===== src/rtl/ps2_device_tx_pkg.sv =====
// Shared PS/2 device-transmit definitions: FSM encoding, frame geometry and
// frame/parity helpers.
package ps2_device_tx_pkg;

  typedef enum logic [2:0] {
    ST_IDLE    = 3'd0,
    ST_BIT_HI  = 3'd1,
    ST_BIT_LO  = 3'd2,
    ST_GAP     = 3'd3,
    ST_INHIBIT = 3'd4
  } ps2_state_e;

  localparam int         PS2_FRAME_BITS = 11;
  localparam logic [3:0] PS2_STOP_IDX   = 4'(PS2_FRAME_BITS - 1);

  function automatic logic odd_parity(input logic [7:0] d);
    return ~^d;
  endfunction

  // Bit 0 goes on the wire first: start, d[0]..d[7], parity, stop.
  function automatic logic [PS2_FRAME_BITS-1:0] build_frame(input logic [7:0] d);
    return {1'b1, odd_parity(d), d, 1'b0};
  endfunction

endpackage


===== src/rtl/ps2_device_tx_fifo.sv =====
// Byte FIFO in front of the PS/2 transmitter. Flags are registered so that
// in_ready and the FSM start condition come straight from flops.
module ps2_device_tx_fifo #(
  parameter int AW = 3
) (
  input  logic          clk,
  input  logic          resetn,
  input  logic          push_i,
  input  logic [7:0]    wdata_i,
  input  logic          pop_i,
  output logic [7:0]    rdata_o,
  output logic          full_o,
  output logic          empty_o,
  output logic [AW:0]   count_o
);

  localparam int            DEPTH    = 2 ** AW;
  localparam logic [AW:0]   FULL_CNT = {1'b1, {AW{1'b0}}};
  localparam logic [AW:0]   CNT_ONE  = {{AW{1'b0}}, 1'b1};
  localparam logic [AW-1:0] PTR_ONE  = {{(AW-1){1'b0}}, 1'b1};

  logic [7:0]    mem_q [DEPTH];
  logic [AW-1:0] wr_ptr_q, rd_ptr_q;
  logic [AW:0]   count_q, count_d;
  logic          full_q, empty_q;
  logic          do_push, do_pop;

  assign do_push = push_i && !full_q;
  assign do_pop  = pop_i && !empty_q;

  always_comb begin
    count_d = count_q;
    case ({do_push, do_pop})
      2'b10:   count_d = count_q + CNT_ONE;
      2'b01:   count_d = count_q - CNT_ONE;
      default: count_d = count_q;
    endcase
  end

  always_ff @(posedge clk or negedge resetn) begin
    if (!resetn) begin
      wr_ptr_q <= '0;
      rd_ptr_q <= '0;
      count_q  <= '0;
      full_q   <= 1'b0;
      empty_q  <= 1'b1;
    end else begin
      if (do_push) wr_ptr_q <= wr_ptr_q + PTR_ONE;
      if (do_pop)  rd_ptr_q <= rd_ptr_q + PTR_ONE;
      count_q <= count_d;
      full_q  <= (count_d == FULL_CNT);
      empty_q <= (count_d == '0);
    end
  end

  always_ff @(posedge clk) begin
    if (do_push) mem_q[wr_ptr_q] <= wdata_i;
  end

  assign rdata_o = mem_q[rd_ptr_q];
  assign full_o  = full_q;
  assign empty_o = empty_q;
  assign count_o = count_q;

endmodule


===== src/rtl/ps2_device_tx.sv =====
// Device-side PS/2 transmitter: serialises queued bytes into 11-bit frames,
// driving both ps2_clk and ps2_data, and backs off while the host inhibits.
//
// state      | meaning
// ST_IDLE    | lines high, waiting for a byte and no inhibit
// ST_BIT_HI  | ps2_clk high half of the current bit, data presented
// ST_BIT_LO  | ps2_clk low half, data held; host samples on the falling edge
// ST_GAP     | both lines high for GAP_CYCLES after a frame or an abort
// ST_INHIBIT | host holds clock low; frame aborted, head byte kept for retry
module ps2_device_tx
  import ps2_device_tx_pkg::*;
#(
  parameter int CLK_DIV    = 16,
  parameter int GAP_CYCLES = 64,
  parameter int FIFO_AW    = 3
) (
  input  logic       clk,
  input  logic       resetn,
  input  logic       in_valid,
  input  logic [7:0] in_data,
  output logic       in_ready,
  input  logic       host_inhibit,
  output logic       ps2_clk,
  output logic       ps2_data,
  output logic       busy,
  output logic       tx_done
);

  localparam int            PW       = $clog2(CLK_DIV + GAP_CYCLES);
  localparam logic [PW-1:0] BIT_LOAD = PW'(CLK_DIV - 1);
  localparam logic [PW-1:0] GAP_LOAD = PW'(GAP_CYCLES - 1);

  ps2_state_e state_q, state_d;
  logic [PW-1:0]             phase_q, phase_d;
  logic [3:0]                bit_q, bit_d;
  logic [PS2_FRAME_BITS-1:0] shift_q, shift_d;
  logic inh_meta_q, inh_s_q;
  logic ps2_clk_q, ps2_clk_d, ps2_data_q, ps2_data_d;
  logic busy_q, busy_d, tx_done_q, tx_done_d;

  logic [7:0]       fifo_rdata;
  logic             fifo_full, fifo_empty, fifo_pop;
  logic [FIFO_AW:0] fifo_count;
  logic             phase_done, in_bit, is_stop, abort, frame_end, start_ok;

  ps2_device_tx_fifo #(.AW(FIFO_AW)) u_fifo (
    .clk     (clk),
    .resetn  (resetn),
    .push_i  (in_valid),
    .wdata_i (in_data),
    .pop_i   (fifo_pop),
    .rdata_o (fifo_rdata),
    .full_o  (fifo_full),
    .empty_o (fifo_empty),
    .count_o (fifo_count)
  );

  always_ff @(posedge clk or negedge resetn) begin
    if (!resetn) begin
      inh_meta_q <= 1'b0;
      inh_s_q    <= 1'b0;
    end else begin
      inh_meta_q <= host_inhibit;
      inh_s_q    <= inh_meta_q;
    end
  end

  assign phase_done = (phase_q == '0);
  assign in_bit     = (state_q == ST_BIT_HI) || (state_q == ST_BIT_LO);
  assign is_stop    = (bit_q == PS2_STOP_IDX);
  // Once the stop bit is on the wire the frame is finished regardless of inhibit.
  assign abort      = in_bit && !is_stop && inh_s_q;
  assign frame_end  = (state_q == ST_BIT_LO) && is_stop && phase_done;
  assign start_ok   = !fifo_empty && !inh_s_q;
  assign fifo_pop   = frame_end && (fifo_count != '0);

  always_ff @(posedge clk or negedge resetn) begin
    if (!resetn) begin
      state_q <= ST_IDLE;
      phase_q <= '0;
      bit_q   <= '0;
      shift_q <= '1;
    end else begin
      state_q <= state_d;
      phase_q <= phase_d;
      bit_q   <= bit_d;
      shift_q <= shift_d;
    end
  end

  always_comb begin
    state_d = state_q;
    bit_d   = bit_q;
    shift_d = shift_q;
    phase_d = phase_q;
    case (state_q)
      ST_IDLE: begin
        if (start_ok) begin
          state_d = ST_BIT_HI;
          bit_d   = '0;
          shift_d = build_frame(fifo_rdata);
        end
      end
      ST_BIT_HI: begin
        if (abort)           state_d = ST_INHIBIT;
        else if (phase_done) state_d = ST_BIT_LO;
      end
      ST_BIT_LO: begin
        if (abort) begin
          state_d = ST_INHIBIT;
        end else if (phase_done) begin
          if (is_stop) begin
            state_d = ST_GAP;
          end else begin
            state_d = ST_BIT_HI;
            bit_d   = bit_q + 4'd1;
            shift_d = {1'b1, shift_q[PS2_FRAME_BITS-1:1]};
          end
        end
      end
      ST_GAP: begin
        // Chain straight into the next queued frame so busy never drops between frames.
        if (phase_done) begin
          if (start_ok) begin
            state_d = ST_BIT_HI;
            bit_d   = '0;
            shift_d = build_frame(fifo_rdata);
          end else begin
            state_d = ST_IDLE;
          end
        end
      end
      ST_INHIBIT: begin
        if (!inh_s_q) state_d = ST_GAP;
      end
      default: state_d = ST_IDLE;
    endcase

    if (state_d != state_q || (state_q == ST_BIT_LO && state_d == ST_BIT_HI)) begin
      case (state_d)
        ST_BIT_HI, ST_BIT_LO: phase_d = BIT_LOAD;
        ST_GAP:               phase_d = GAP_LOAD;
        default:              phase_d = '0;
      endcase
    end else if (!phase_done) begin
      phase_d = phase_q - 1'b1;
    end
  end

  always_comb begin
    ps2_clk_d  = 1'b1;
    ps2_data_d = 1'b1;
    case (state_q)
      ST_BIT_HI: ps2_data_d = shift_q[0];
      ST_BIT_LO: begin
        ps2_clk_d  = 1'b0;
        ps2_data_d = shift_q[0];
      end
      default: begin
        ps2_clk_d  = 1'b1;
        ps2_data_d = 1'b1;
      end
    endcase
    if (abort) begin
      ps2_clk_d  = 1'b1;
      ps2_data_d = 1'b1;
    end
    tx_done_d = frame_end;
    busy_d    = (state_d != ST_IDLE);
  end

  always_ff @(posedge clk or negedge resetn) begin
    if (!resetn) begin
      ps2_clk_q  <= 1'b1;
      ps2_data_q <= 1'b1;
      busy_q     <= 1'b0;
      tx_done_q  <= 1'b0;
    end else begin
      ps2_clk_q  <= ps2_clk_d;
      ps2_data_q <= ps2_data_d;
      busy_q     <= busy_d;
      tx_done_q  <= tx_done_d;
    end
  end

  assign in_ready = !fifo_full;
  assign ps2_clk  = ps2_clk_q;
  assign ps2_data = ps2_data_q;
  assign busy     = busy_q;
  assign tx_done  = tx_done_q;

endmodule


===== config.mk =====
export PLATFORM = sky130hd
export DESIGN_NAME = ps2_device_tx
export DESIGN_NICKNAME = d
export VERILOG_FILES = /design/src/rtl/ps2_device_tx_pkg.sv /design/src/rtl/ps2_device_tx_fifo.sv /design/src/rtl/ps2_device_tx.sv
export SDC_FILE = /design/constraint.sdc
export NUM_CORES = 1
export LEC_CHECK = 0
export ABC_AREA = 1
export BUFFER_PORTS_ARGS = -buffer_cell sky130_fd_sc_hd__clkbuf_2
export CAP_MARGIN = 20
export CORE_MARGIN = 2
export CORE_UTILIZATION = 60
export CTS_CLUSTER_SIZE = 10
export DETAILED_ROUTE_END_ITERATION = 16
export GPL_TIMING_DRIVEN = 0
export HOLD_SLACK_MARGIN = 0.06
export PLACE_DENSITY = 0.8
export SYNTH_ARGS = -nofsm -noshare
export SYNTH_HDL_FRONTEND = slang
export SYNTH_HIERARCHICAL = 1
export SYNTH_SLANG_ARGS = --single-unit

===== constraint.sdc =====
create_clock -name clk -period 3 [get_ports clk]
set_input_delay 0.45 -clock clk [delete_from_list [all_inputs] [get_ports clk]]
set_output_delay 0.45 -clock clk [all_outputs]
set_load 0.005 [all_outputs]

# Word level (Yosys, flattened, before mapping)
# Memories as Yosys holds them, arrays and structs flattened.
# Index checks and enable logic that the tools add are counted.
# word_totals
regBits,43
ramBits,64
inputBits,12
out_inout_bits,5
elab_cells,96
memories,1
# op_classes
n_addsub,6
eq_ne,17
n_mux,32
n_reduce_logical,25
# memory_table
name,depth,width,read_ports,rd_ports_with_merged_regs,wr,line,rtl
u_fifo.mem_q,8,8,1,0,1,ps2_device_tx_fifo.sv:22,logic [7:0] mem_q [DEPTH];
# ops
operator,count
2-to-1 mux 11 bit,5
one-hot mux 11 bit (3 select lines),1
2-to-1 mux 3 bit,7
2-to-1 mux 4 bit,5
one-hot mux 3 bit (5 select lines),1
2-to-1 mux 7 bit,2
== test 3 x 2 -> 1 bit (second input constant),4
one-hot mux 4 bit (3 select lines),1
one-hot mux 6 bit (2 select lines),1
logical AND 1 bit,9
adder 4 x 1 -> 4 bit (second input constant),2
== test 4 bit (second input constant),2
inequality test 2 bit (second input constant),4
one-hot mux 4 bit (2 select lines),1
XNOR reduction 8 bit,1
logical NOT 7 bit,1
2-to-1 mux 1 bit,7
subtractor 7 x 1 -> 7 bit (second input constant),1
adder 3 x 1 -> 3 bit (second input constant),2
== test 3 x 1 -> 1 bit (second input constant),2
nonzero test 3 bit,2
AND reduction 5 bit,1
logical NOT 1 bit,4
logical NOT 4 bit,1
other kinds (11),13

# Depth between registers and ports, before layout
# depth
depth_word,10
depth_mapped,19
ltp_nobuf,19

# Cells and area by module
# The synthesis kept the hierarchy.
# modules_own_cells
mod,n_inst,cells_per_inst,area_per_inst_um2,seq_area_each_um2
ps2_device_tx_fifo,1,266,3165.5,2223.4
ps2_device_tx,1,194,1711.6,765.7

# Worst setup path after synthesis
# OpenSTA, ideal clock, no wires.
# synth_timing
kind,register -> register
from,register phase_q[0]
to,"register u_fifo.full_q, in the netlist u_fifo/full_o"
setup_ns,0.077
arrival_ns,2.379
required_ns,2.923
slack_ns,0.544
path_stages_with_launch,19
path_buffers,0
period_less_slack_ns,2.456
cell_sequence,dfrtp_1 > inv_1 > ha_1 > nand2_1 > nor2_2 > nand2_2 > nor3_1 > o41a_1 > inv_2 > nor2_8 > nand3_2 > nand2_1 > inv_1 > ha_1 > nand2_1 > o21ai_0 > nor2_1 > nand3_2 > a21oi_1
# synth_via
elab_chain_cells,7
word_cells_on_any_way,8
cone_classes,3 x eq/ne; 1 x mux; 4 x reduce/logical
# synth_lines
element,line,rtl
"start, declared",ps2_device_tx.sv:34,"logic [PW-1:0] phase_q, phase_d;"
"start signal, assigned",ps2_device_tx.sv:85,phase_q <= phase_d;
logical NOT 7 bit (*),ps2_device_tx.sv:68,assign phase_done = (phase_q == '0);
logical AND 1 bit (*),ps2_device_tx.sv:73,assign frame_end = (state_q == ST_BIT_LO) && is_stop && phase_done;
net frame_end,ps2_device_tx.sv:44,"logic phase_done, in_bit, is_stop, abort, frame_end, start_ok;"
logical AND 1 bit (*),ps2_device_tx.sv:75,assign fifo_pop = frame_end && (fifo_count != '0);
net fifo_pop,ps2_device_tx.sv:42,"logic fifo_full, fifo_empty, fifo_pop;"
logical AND 1 bit (*),ps2_device_tx_fifo.sv:29,assign do_pop = pop_i && !empty_q;
== test 2 x 1 -> 1 bit / == test 2 bit (equally long branches),ps2_device_tx_fifo.sv:33,"case ({do_push, do_pop})"
one-hot mux 4 bit (2 select lines) (*),ps2_device_tx_fifo.sv:33,
net u_fifo.count_d[1],ps2_device_tx_fifo.sv:24,"logic [AW:0] count_q, count_d;"
== test 4 bit (*),ps2_device_tx_fifo.sv:51,full_q <= (count_d == FULL_CNT);
"end signal, assigned",ps2_device_tx_fifo.sv:51,
"end, declared",ps2_device_tx_fifo.sv:25,"logic full_q, empty_q;"
# Mark *: on every way through the listed nets, which the timed path passes. The rest lies on a longest branch.
# A chain may end at the register's enable or synchronous reset.

# Worst setup path in the final report
# Same ends and word-level chain as after synthesis.

==> impl_metrics.yaml <==
clock_tree:
  insertion_delay_ns: 0.36
  clock_tree.htree_level_count: 3
  numCtsBuffers: 9
  clockBufferDepth: 2
  tritoncts_num_sinks: 106
  holdBufCountCts: 0
  cts_tree: "yes"
  clock_tree.root_cell: "sky130_fd_sc_hd__clkbuf_8"
  cts.reportedPaths.clkPinSlew_ns: 0.11
setup_path:
  highest_fanout_seen_on_the_critical_path: 8
  crit-reg2reg-launch: "phase_q[0]$_DFFE_PN0P_"
  cp_data_arrival_time_ns: 3.01
  timing.critical_path.required_ns: 3.30
  startpoint_type: "register"
  reg2regPathDepth: 18
  worstReg2RegEnd: "u_fifo/full_o$_DFF_PN0_"
  r2r_setup_slack_ns: 0.29
  critical_path.endpoint_type: "register"
  worst_setup_path_type: "reg -> reg"
floorplanning:
  initial_core_util_pct: 62.47
  design.portCount: 17
  rows: 32
  chipWidth_um: 94.16
  floorplan.die_area_sq_um: 8866
  design.core.area_sq_um: 7807
  die_h_um: 94.16
routing:
  wirelength_um: 9146
  detail_route.iter0.violations: 271
  drt_pre_antenna_iters: 5
  num_vias: 3320
  drc: 0
  post_drt_wl_per_cell_um: 15.37
  drtAntennaViolNets: 0
  drt-vias-per-instance: 5.580
timing:
  final.period_utilization_pct: 90.31
  tns_ns: 0
  finalWorstPathRequiredPeriod_ns: 2.709
  setup_viol: 0
  worst_pin_slew_ns: 0.7999
  clock_skew_ns: 0.01168
  finalHoldViolations: 0
  rsz0062_at_grt: "no"
  slew_viol_final: 0
  max_freq_ghz: 0.3691
  slew_headroom_pct: 46.48
pwr:
  power.net_switching_uw: 1628
  pwr-share-clk_pct: 19.4
  cellLeakagePower_uw: 0.002153
  power-per-cell-area_nw_per_um2: 821.5
  ir_drop_uv: 375.3
  fraction_of_power_consumed_by_combinational_cells_pct: 32.5
  p_int_uw: 2751
  switching_share_pct: 37.18
  pwr-share-seq_pct: 48.1
  p_total_uw: 4378
placement:
  placedCellCount: 578
  global_placer_s_final_weighted_congestion: 0.8785
  number_of_buffers_added_on_ports: 16
  place.detailed.hpwl_um: 6303
synth:
  synth-edff-count: 64
  area_share_of_and_or_nand_nor_cells_after_synthesis_pct: 17.86
  synthesized_netlist_net_count: 479
  synth.cell_area_sq_um: 4877
  synthCells: 460
  synth.yosys.seq_area_share_pct: 61.29
  synthesis.area_per_instance_sq_um: 10.60
  synth_cell_types: 38
  post_synthesis_async_set_or_reset_flop_share_pct: 39.62
  synth-xor-area-share_pct: 3.053
  ys.warnings.count: 6
  muxShareOfSynthArea_pct: 0
  ys_seq_elements: 106
  ys_dominant_reg_cell: "sky130_fd_sc_hd__edfxtp_1"
  synth_top_family_by_area: "simple AND/OR/NAND/NOR gates"
  synth_compound_gate_area_share_pct: 11.31
  synthAdderAreaFrac_pct: 1.796
global_routing:
  grt_pass1_wl_um: 15240
  grt_antenna_before_repair: 0
  grt_start_max_net_pins: 43
  grt_usage_pct: 22.48
  grt_overflow: 0
  first_global_vias: 3289
outcome:
  status: "finished, final reports clean"
final_layout:
  n_antenna_cell: 0
  nFillCells: 581
  final_nets: 507
  finish.cell_count_without_fillers: 595
  synthToLayoutAreaGrowth_pct: 9.287
  post_route_cells_drive_above_1_share_pct: 21.10
worst_hold_path:
  hold_class: "in -> async"
run:
  max_cap_violations: 0
## worst max-delay path, cell delays in order (launching register included)
cell                      delay, ns
sky130_fd_sc_hd__dfrtp_1       0.39
sky130_fd_sc_hd__inv_1         0.09
sky130_fd_sc_hd__ha_2          0.22
sky130_fd_sc_hd__nand2_1       0.10
sky130_fd_sc_hd__nor2_4        0.12
sky130_fd_sc_hd__nand2_4       0.10
sky130_fd_sc_hd__nor3_4        0.17
sky130_fd_sc_hd__o41a_1        0.19
sky130_fd_sc_hd__inv_2         0.06
sky130_fd_sc_hd__nor2_8        0.15
sky130_fd_sc_hd__nand3_2       0.10
sky130_fd_sc_hd__nand2_1       0.08
sky130_fd_sc_hd__inv_1         0.05
sky130_fd_sc_hd__ha_1          0.26
sky130_fd_sc_hd__nand2_1       0.06
sky130_fd_sc_hd__o21ai_0       0.10
sky130_fd_sc_hd__nor2_1        0.17
sky130_fd_sc_hd__nand3_2       0.10
sky130_fd_sc_hd__a21oi_1       0.13
## sequential cells by signal, summed over array words and instances, names as in the netlist
name             count
busy                 1
phase_q              7
ps2_clk              1
bit_q                4
ps2_data             1
u_fifo/count_o       4
state_q              3
u_fifo/wr_ptr_q      3
inh_meta_q           1
u_fifo/empty_o       1
inh_s_q              1
shift_q             10
tx_done              1
u_fifo/mem_q        64
u_fifo/full_o        1
u_fifo/rd_ptr_q      3
## repair_timing
| action | in CTS | in global routing |
|---|---|---|
| gates resized for setup | 0 | 5 |
| setup endpoints to repair | 0 | 2 |
| buffers inserted | 0 | 0 |
## cell families (layout without fill, tap and decap cells)
kind of cell | count (synthesis) | after routing
adders and majority gates | 7 | 7
buffers and inverters | 57 | 90
xor gates and xnor gates | 17 | 17
and+or+nand+nor | 179 | 179
DFF | 106 | 106
AOI/OAI and AO/OA | 94 | 94
## power by group through the flow
stage	sequential, uW	combinational [uW]	clock [uW]
global route	2140	1620	918
finish	2100	1420	851
floorplan	2100	1110	0
detailed placement	2130	1400	0
CTS	2100	1400	870
global placement	2120	1340	0
## worst max path at each step
stage,start,end,cells past startpoint
6_report,phase_q[0]$_DFFE_PN0P_,u_fifo/full_o$_DFF_PN0_,18
3_3_place_gp,phase_q[0]$_DFFE_PN0P_,u_fifo/full_o$_DFF_PN0_,18
5_1_grt,bit_q[0]$_DFFE_PN0P_,u_fifo/full_o$_DFF_PN0_,16
3_5_place_dp,phase_q[0]$_DFFE_PN0P_,u_fifo/full_o$_DFF_PN0_,18
2_1_floorplan,phase_q[0]$_DFFE_PN0P_,u_fifo/full_o$_DFF_PN0_,18
4_1_cts,phase_q[0]$_DFFE_PN0P_,u_fifo/full_o$_DFF_PN0_,18
## synthesized netlist by cell type, drive strengths merged, types with 2 or more instances
cell | count | area (sq um)
dfrtp | 29 | 725.7
edfxtp | 64 | 1922
clkinv | 2 | 8.750
a31oi | 8 | 50.05
xor2 | 8 | 70.07
or2 | 2 | 12.51
o211ai | 10 | 75.07
nor3 | 4 | 25.02
inv | 41 | 156.4
nand2 | 70 | 305.3
ha | 7 | 87.58
nand4 | 3 | 18.77
a21oi | 12 | 78.83
clkbuf | 5 | 18.77
xnor2 | 9 | 78.83
buf | 9 | 45.04
nand3 | 21 | 162.7
dfstp | 13 | 341.6
o21ai | 53 | 272.8
o22ai | 9 | 56.30
nor2 | 79 | 346.6
## routing by layer
layer  up-vias  GRT usage, %  part of all wire (%)
met5         -             0                     0
met4         0         7.246                  0.71
met3         8         4.896                   5.7
met2       110         37.50                    50
met1      1578         29.52                    44
li1       1624             -                     -
## placed cells by master, fill, tap and decap left out, types with 10 or more instances in the layout
| cell | Yosys | routed |
|---|---|---|
| sky130_fd_sc_hd__clkbuf_2 | 0 | 16 |
| sky130_fd_sc_hd__o21ai_0 | 50 | 50 |
| sky130_fd_sc_hd__dfstp_2 | 13 | 13 |
| sky130_fd_sc_hd__dfrtp_1 | 29 | 29 |
| sky130_fd_sc_hd__inv_1 | 31 | 31 |
| sky130_fd_sc_hd__nand3_1 | 11 | 11 |
| sky130_fd_sc_hd__nand2_1 | 59 | 59 |
| sky130_fd_sc_hd__o211ai_1 | 10 | 10 |
| sky130_fd_sc_hd__edfxtp_1 | 64 | 64 |
| sky130_fd_sc_hd__nor2_1 | 72 | 72 |
## stage by stage
stage / worst slack, ns / hold slack [ns] / cell area (sq um) / util (%)
after floorplan: 0.5439 / 0.1544 / 4877 / -
after CTS: 0.03785 / 0.1833 / 5286 / 67.71
after global routing: 0.007837 / 0.1192 / 5330 / 68.27
after global placement: 0.1402 / 0.3366 / 5085 / 65.13
after detailed placement: 0.05327 / 0.3555 / 5085 / 65.13
final: 0.2906 / 0.1250 / 5330 / 68.27
## layout make-up
type	instances	area (sq um)	share of cell area [%]
Sequential cell	106	2989	56.08
Multi-Input combinational cell	297	1683	31.57
Inverter	43	165.2	3.099
Tap cell	102	127.6	2.394
Clock buffer	9	123.9	2.324
Timing Repair Buffer	17	100.1	1.878
Clock inverter	7	77.57	1.455
Buffer	14	63.81	1.197
No activity file was read; power rests on OpenSTA's default activity.
